**src/rtl/vehicle_ctrl_pkg.sv**
```systemverilog
// ============================================================================
// vehicle_ctrl_pkg : shared alarm state encoding and position/speed limits
// Revision: 1.0
// ============================================================================
`default_nettype none

package vehicle_ctrl_pkg;

  typedef enum logic [1:0] {
    OFF   = 2'd0,
    ON_HI = 2'd1,
    ON_LO = 2'd2
  } alarm_state_t;

  localparam logic [2:0] POS_MIN    = 3'd0;
  localparam logic [2:0] POS_CENTER = 3'd3;
  localparam logic [2:0] POS_MAX    = 3'd6;
  localparam logic [1:0] SPEED_MIN  = 2'd0;
  localparam logic [1:0] SPEED_MAX  = 2'd3;

endpackage

`default_nettype wire

```
**src/rtl/vehicle_ctrl_rise_detect.sv**
```systemverilog
// ============================================================================
// rise_detect : 1-bit rising-edge detector with a previous-sample register
// Revision: 1.0
// ============================================================================
`default_nettype none

module rise_detect (
  input  logic clk,
  input  logic rst_n,
  input  logic d,
  output logic rise
);

  logic r_prev;

  always_ff @(posedge clk or negedge rst_n) begin
    if (!rst_n) r_prev <= 1'b0;
    else        r_prev <= d;
  end

  // Event is consumed by the FSMs at the same edge that samples d high
  assign rise = d & ~r_prev;

endmodule

`default_nettype wire

```
**src/rtl/vehicle_ctrl.sv**
```systemverilog
// ============================================================================
// vehicle_ctrl : alarm blinker, lateral position and speed level FSMs
// Revision: 1.0
// ============================================================================
`default_nettype none

module vehicle_ctrl
  import vehicle_ctrl_pkg::*;
#(
  parameter int BLINK_HALF = 1
) (
  input  logic       clk,
  input  logic       reset,
  input  logic       a,
  input  logic       l_in,
  input  logic       r_in,
  input  logic       b_in,
  input  logic       f_in,
  output logic       alarm_y,
  output logic [2:0] move_state,
  output logic [1:0] engine_state
);

  localparam logic [7:0] c_HALF_LAST = 8'(BLINK_HALF - 1);

  logic w_l_ev, w_r_ev, w_b_ev, w_f_ev;

  rise_detect u_rd_l (.clk(clk), .rst_n(reset), .d(l_in), .rise(w_l_ev));
  rise_detect u_rd_r (.clk(clk), .rst_n(reset), .d(r_in), .rise(w_r_ev));
  rise_detect u_rd_b (.clk(clk), .rst_n(reset), .d(b_in), .rise(w_b_ev));
  rise_detect u_rd_f (.clk(clk), .rst_n(reset), .d(f_in), .rise(w_f_ev));

  // ---------------- alarm FSM ----------------
  alarm_state_t r_alarm_state, w_alarm_next;
  logic [7:0]   r_blink_cnt, w_blink_cnt_next;

  always_ff @(posedge clk or negedge reset) begin
    if (!reset) begin
      r_alarm_state <= OFF;
      r_blink_cnt   <= 8'd0;
      alarm_y       <= 1'b0;
    end else begin
      r_alarm_state <= w_alarm_next;
      r_blink_cnt   <= w_blink_cnt_next;
      alarm_y       <= (w_alarm_next == ON_HI);
    end
  end

  always_comb begin
    w_alarm_next     = r_alarm_state;
    w_blink_cnt_next = r_blink_cnt;
    if (!a) begin
      w_alarm_next     = OFF;
      w_blink_cnt_next = 8'd0;
    end else begin
      case (r_alarm_state)
        OFF: begin
          w_alarm_next     = ON_HI;
          w_blink_cnt_next = 8'd0;
        end
        ON_HI: begin
          if (r_blink_cnt == c_HALF_LAST) begin
            w_alarm_next     = ON_LO;
            w_blink_cnt_next = 8'd0;
          end else begin
            w_blink_cnt_next = r_blink_cnt + 8'd1;
          end
        end
        ON_LO: begin
          if (r_blink_cnt == c_HALF_LAST) begin
            w_alarm_next     = ON_HI;
            w_blink_cnt_next = 8'd0;
          end else begin
            w_blink_cnt_next = r_blink_cnt + 8'd1;
          end
        end
        default: begin
          w_alarm_next     = OFF;
          w_blink_cnt_next = 8'd0;
        end
      endcase
    end
  end

  // ---------------- movement FSM ----------------
  logic [2:0] w_move_next;

  always_ff @(posedge clk or negedge reset) begin
    if (!reset) move_state <= POS_CENTER;
    else        move_state <= w_move_next;
  end

  always_comb begin
    w_move_next = move_state;
    if (move_state > POS_MAX) begin
      w_move_next = POS_CENTER;
    end else if (w_l_ev && !w_r_ev) begin
      if (move_state != POS_MIN) w_move_next = move_state - 3'd1;
    end else if (w_r_ev && !w_l_ev) begin
      if (move_state != POS_MAX) w_move_next = move_state + 3'd1;
    end
  end

  // ---------------- engine FSM ----------------
  logic [1:0] w_engine_next;

  always_ff @(posedge clk or negedge reset) begin
    if (!reset) engine_state <= SPEED_MIN;
    else        engine_state <= w_engine_next;
  end

  // Brake wins over a simultaneous forward event
  always_comb begin
    w_engine_next = engine_state;
    if (w_b_ev) begin
      if (engine_state != SPEED_MIN) w_engine_next = engine_state - 2'd1;
    end else if (w_f_ev) begin
      if (engine_state != SPEED_MAX) w_engine_next = engine_state + 2'd1;
    end
  end

endmodule

`default_nettype wire

```
**config.mk**
```make
export PLATFORM = sky130hd
export DESIGN_NAME = vehicle_ctrl
export DESIGN_NICKNAME = d
export VERILOG_FILES = /design/src/rtl/vehicle_ctrl_pkg.sv /design/src/rtl/vehicle_ctrl_rise_detect.sv /design/src/rtl/vehicle_ctrl.sv
export SDC_FILE = /design/constraint.sdc
export NUM_CORES = 1
export LEC_CHECK = 0
export CAP_MARGIN = 20
export CORE_UTILIZATION = 29
export DETAILED_ROUTE_END_ITERATION = 10
export PLACE_DENSITY = 0.54
export SLEW_MARGIN = 30
export SYNTH_ARGS = -nofsm -noshare
export SYNTH_HDL_FRONTEND = slang
export SYNTH_HIERARCHICAL = 1
export SYNTH_SLANG_ARGS = --single-unit
```
**constraint.sdc**
```tcl
create_clock -name clk -period 2.1 [get_ports clk]
set_input_delay 0.42 -clock clk [delete_from_list [all_inputs] [get_ports clk]]
set_output_delay 0.42 -clock clk [all_outputs]
set_load 0.01 [all_outputs]
```
==> reports/summary.txt, run 1 <==
status = completed
Critical Path Fanout Max = 4
Detail Route Antenna Nets = 0
vias in the first global route = 832
fin crit share = 96.89%
post-synth cell types = 33
post-DP HPWL = 1404 µm
CTS Hold Buffers Added = 0
area growth from synthesis to layout = 26.94%
Critical Path Sink Type = register
Detailed Route WL = 1889 µm
Pins Over Slew Limit = 0
Max clock buf depth = 2
Comb pwr share = 33.7%
largest net degree at the start of global routing = 21
Layout Utilization = 39.91%
total grt overflow = 0
Final Critical Period = 2035 ps
first-pass GRT wire length = 3422 µm
Post-Synthesis Cells = 105
chip width = 63.09 µm
clk_lat worst skew = 250 ps
Fillers = 335
max-cap violations = 0
syn avg cell area = 10.31 µm²
Worst-Margin Slew = 258.3 ps
Hold Crit Class = primary input to register
starting density of the core = 31.44%
Worst Path Arrival = 2200 ps
DR vias = 799
Global Route Usage Sum = 11.23%
nets = 140
Die Y-Extent = 63.09 µm
core area = 3442 µm²
commonest cells in the netlist = dfrtp_1 (18), inv_1 (11), nor2_1 (10)
startpoint types = primary input
GPL Wtd Cong = 0.7290
CTS root buffer = clkbuf_8
count leader, synth = dfrtp_1
Setup CP Type = primary input to register
Top cell by count, worst path = nor2b_4
Post-synth ARST share = 100.0%
switch share = 31.18%
First DRT Iteration DRCs = 11
Power per Cell Area = 896.8 nW/µm²
share of cells above drive strength 1 = 20.63%
TritonRoute pass-1 iters = 4
routed len/inst = 10.98 µm
DR vias/cell = 4.645
internal power = 847.9 µW
Peak VDD IR = 0.0004621 V
setup TNS = 0 ps
mapped cell area = 1082 µm²
final instance area = 1374 µm²
Final Hold Viols = 0
fmax = 491.5 MHz
CTS clk-pin slew, worst paths = 70 ps
Remaining DRCs = 0
Final setup viols = 0
Primary FF master, synth = dfrtp_1
Pleak = 0.6126 nW
Syn. warnings = 6
Psw = 384.1 µW
crit-path cells = clkdlybuf4s50_1 > nor2b_4 > nor2b_4 > inv_2 > fa_1 > a22oi_2 > o221ai_1 > a221oi_2
clock power share = 23.5%
worst reg2reg setup slack = 220 ps
peak per-stage delay on the critical path = 490 ps
Slowest-stage cell, CP = fa_1
DP Area = 1294 µm²
antenna cells = 0
EDFF count, synth = 0
Mapped Nets = 118
slew margin rel. = 82.75%
Synth top area share = 41.62%
Die Area = 3980 µm²
clock sinks = 20
#FFs+latches synth = 20
power share of the sequential group = 42.8%
CP required = 2270 ps
Num CTS Buffers = 3
sequential-to-total area share from yosys stat = 46.47%
synth top area cells = dfrtp_1 (42%), ha_1 (5.8%), nor2b_4 (5.1%)
initial antenna violation count = 0
clock skew = 1.898 ps
I/O Buffers = 12
Ports = 13
Yosys top cell by area = dfrtp_1
CTS tree = done
# rows = 21
H-tree depth = 1
## cell type report
type	count	area (µm²)	share of cell area [%]
clock buffers	4	55.05	4.007
inverters	12	45.04	3.279
multi-input cells	72	549.3	39.98
flip-flops and latches	20	503.0	36.61
well taps	46	57.56	4.189
repair buffers	18	163.9	11.93
## sequential cells by signal, indices dropped and copies added, names as in the netlist
register	flops
u_rd_f/r_prev	1
u_rd_r/r_prev	1
r_alarm_state	2
move_state	3
u_rd_b/r_prev	1
engine_state	2
alarm_y	1
r_blink_cnt	8
u_rd_l/r_prev	1
## kinds of logic (layout without fill, tap and decap cells)
kind of cell    after synthesis  count (layout)  synth area share (%)
compound gates               21              21                 14.22
xor+xnor                      5               5                 4.047
fa+ha+maj                     6               6                 7.630
buf+inv                      13              34                 4.508
flops                        20              20                 46.47
simple gates                 40              40                 23.12
## worst paths after layout
kind | start | depth (start not counted) | end
setup / recovery | r_in | 8 | move_state[1]
hold / removal | l_in | 1 | u_rd_l/r_prev
setup reg to reg | move_state[1] | 5 | move_state[1]
hold reg to reg | engine_state[0] | 1 | engine_state[0]
max in group asynchronous | reset | 2 | move_state[1]
min in group asynchronous | reset | 2 | r_alarm_state[1]
## per-layer routing
layer	wire (µm)	global-route usage (%)	share of wire, %	vias to the layer above
li1	-	-	-	396
met1	907	13.31	48	389
met2	904	18.55	48	12
met3	48	2.717	2.5	2
met4	27	6.105	1.4	0
met5	0	0	0	-
## layout by cell type (no fill, tap or decap), drive strengths merged, types with 2 or more instances in the layout
cell,instances
a21oi,5
a221oi,3
buf,6
clkbuf,4
clkdlybuf4s50,11
dfrtp,18
dfstp,2
ha,5
inv,12
nand2,9
nand2b,2
nand3,5
nor2,10
nor2b,6
nor3,3
nor3b,2
o211a,2
o21ai,4
xnor2,3
xor2,2
## power by group through the flow
stage	clock, mW	combinational (mW)	sequential [mW]
floorplan	0	0.236	0.530
global placement	0	0.379	0.534
detailed placement	0	0.391	0.535
CTS	0.300	0.392	0.528
global route	0.328	0.464	0.541
finish	0.290	0.415	0.528
## per-stage QoR
stage	std cells	setup WS, ps	hold WS [ps]	total power, mW
2_1_floorplan	105	120.8	124.4	0.7664
3_3_place_gp	167	-323.5	496.5	0.9127
3_5_place_dp	167	-432.9	517.8	0.9256
4_1_cts	172	25.08	411.2	1.220
5_1_grt	172	-31.00	404.9	1.333
6_report	172	65.23	412.4	1.232
## critical path: cells and delay by family
| family | cells | cell delay (ps) |
|---|---|---|
| adder cells (fa/ha/maj) | 1 | 490 |
| buffers and inverters | 2 | 470 |
| AND/OR/NAND/NOR | 2 | 260 |
| AO/OA/AOI/OAI | 3 | 560 |
## repair_timing
action                                  4_1_cts  5_1_grt
gates resized for setup                       4        2
endpoints found under the setup margin        1        1
pin swaps                                     4        2
buffers inserted                              1        0
(Power assumes the default switching activity.)
==> run 2: changes to the inputs <==
- CTS_CLUSTER_SIZE: default -> 40
- SKIP_CTS_REPAIR_TIMING: default -> 1
==> run 2 against run 1 <==
  * Global-route usage shrank 0.12 points
  * Wire length shrank 0.32%
  * First-iteration DRC count shrank 9.1%
  * Non-clock buffer count shrank 1
  * Cell count shrank 0.58%
  * Die area is the same
  * Fmax grew 0.89%
  * Largest cell class unchanged
==> reports/summary.txt, run 2 (same netlist as run 1, synthesis figures left out) <==
core area = 3442 µm²
Pleak = 0.6160 nW
DR vias = 793
startpoint types = primary input
chip width = 63.09 µm
Final setup viols = 0
clk_lat worst skew = 250 ps
starting density of the core = 31.44%
most common cell after layout, fill and taps aside = dfrtp_1
Pins Over Slew Limit = 0
# rows = 21
fin crit share = 96.04%
antenna cells = 0
worst hold path endpoint = u_rd_l/r_prev
DP Area = 1294 µm²
CP required = 2270 ps
CTS root buffer = clkbuf_8
Remaining DRCs = 0
routed len/inst = 11.01 µm
CTS tree = done
Slowest-stage cell, CP = fa_1
I/O Buffers = 12
area growth from synthesis to layout = 27.17%
initial antenna violation count = 0
FF-to-FF End = move_state[1]
clock sinks = 20
Critical Path Sink Type = register
Num CTS Buffers = 3
nets = 139
clock skew = 2.094 ps
crit-path cells = clkdlybuf4s50_1 > nor2b_4 > nor2b_4 > inv_2 > fa_1 > a22oi_2 > o221ai_2 > a221oi_2
CTS clk-pin slew, worst paths = 70 ps
Final Critical Period = 2017 ps
post-DP HPWL = 1404 µm
max-cap violations = 0
Final Hold Viols = 0
GR Layer Usage met3 = 2.717%
Detailed Route WL = 1883 µm
DR vias/cell = 4.637
Top cell by count, worst path = nor2b_4
Hold Startpoint = l_in
Reg2Reg Depth = 7
met1 Track Usage GR = 13.31%
GR Util met2 = 18.15%
first-pass GRT wire length = 3401 µm
hold depth = 1
area occupied by multi-input gates = 555.5 µm²
biggest regs = r_blink_cnt: 8 flops, move_state: 3 flops
Hold Slack = 308.0 ps
slew margin rel. = 81.28%
CP bufs+invs = 2
Detail Route Antenna Nets = 0
Ports = 13
largest net degree at the start of global routing = 21
largest register by flop count = r_blink_cnt
Global Route Usage Sum = 11.12%
Setup CP Type = primary input to register
H-tree depth = 1
Worst path top cell family by delay = adder cells
Max clock buf depth = 2
worst reg2reg setup slack = 250 ps
peak per-stage delay on the critical path = 520 ps
max reg flops = 8
fmax = 495.8 MHz
Die Y-Extent = 63.09 µm
First DRT Iteration DRCs = 10
final instance area = 1376 µm²
share of cells above drive strength 1 = 20.80%
TritonRoute pass-1 iters = 4
most frequent cells in the layout = dfrtp_1 (18), clkdlybuf4s50_1 (11), inv_1 (10), nor2_1 (10), nand2_1 (8)
worst r2r src = u_rd_l/r_prev
Worst Path Arrival = 2190 ps
status = completed
global route hottest layer = met2
GPL Wtd Cong = 0.7290
Die Area = 3980 µm²
Power per Cell Area = 903.8 nW/µm²
Hold Crit Class = primary input to register
register area = 503.0 µm²
Fillers = 334
RSZ-0062 raised after global routing = no
vias in the first global route = 832
Worst-Margin Slew = 280.9 ps
Critical Path Fanout Max = 4
Peak VDD IR = 0.0004992 V
total grt overflow = 0
## run 2: changes by cell type in the layout (fill, tap and decap cells not counted)
cell	previous run	this run
o221ai_2	0	1
dlygate4sd2_1	1	0
o221ai_1	1	0
buf_4	6	5
dlymetal6s2s_1	0	1
## run 2: worst max-delay path by stage
stage	start	end	slack (ps)	cells after the start
global placement	l_in	move_state[1]	-320	8
CTS	l_in	move_state[1]	-130	8
floorplan	l_in	move_state[1]	120	7
detailed placement	l_in	move_state[1]	-430	8
global route	r_in	move_state[1]	10	8
finish	r_in	move_state[1]	80	8
## run 2: final cells by class
cell class	instances	area share (%)
tap	46	4.182
sequential	20	36.55
multi-input combinational	72	40.36
clock buffer	4	4.000
inverter	12	3.273
timing repair buffer	17	11.64
## run 2: through the flow
| stage | setup TNS [ps] | util [%] | instances | setup WS (ps) | total power [mW] |
|---|---|---|---|---|---|
| after detailed placement | -536.7 | 37.59 | 167 | -432.9 | 0.9256 |
| after global placement | -405.5 | 37.59 | 167 | -323.5 | 0.9127 |
| after CTS | -131.0 | 39.19 | 171 | -131.0 | 1.220 |
| final | 0 | 39.99 | 171 | 83.13 | 1.244 |
| after floorplan | 0 | - | 105 | 120.8 | 0.7664 |
| after global routing | 0 | 39.99 | 171 | 14.10 | 1.343 |
## run 2: metal layers
layer  vias to the layer above  part of all wire, %
li1                        394                    -
met1                       387                   48
met2                        10                   48
met3                         2                  2.4
met4                         0                  1.4
met5                         -                    0
## run 2: power by group
part	total (mW)	internal (mW)	switching [mW]
Clock	0.289	0.167	0.122
Sequential	0.532	0.453	0.0788
Combinational	0.423	0.235	0.188
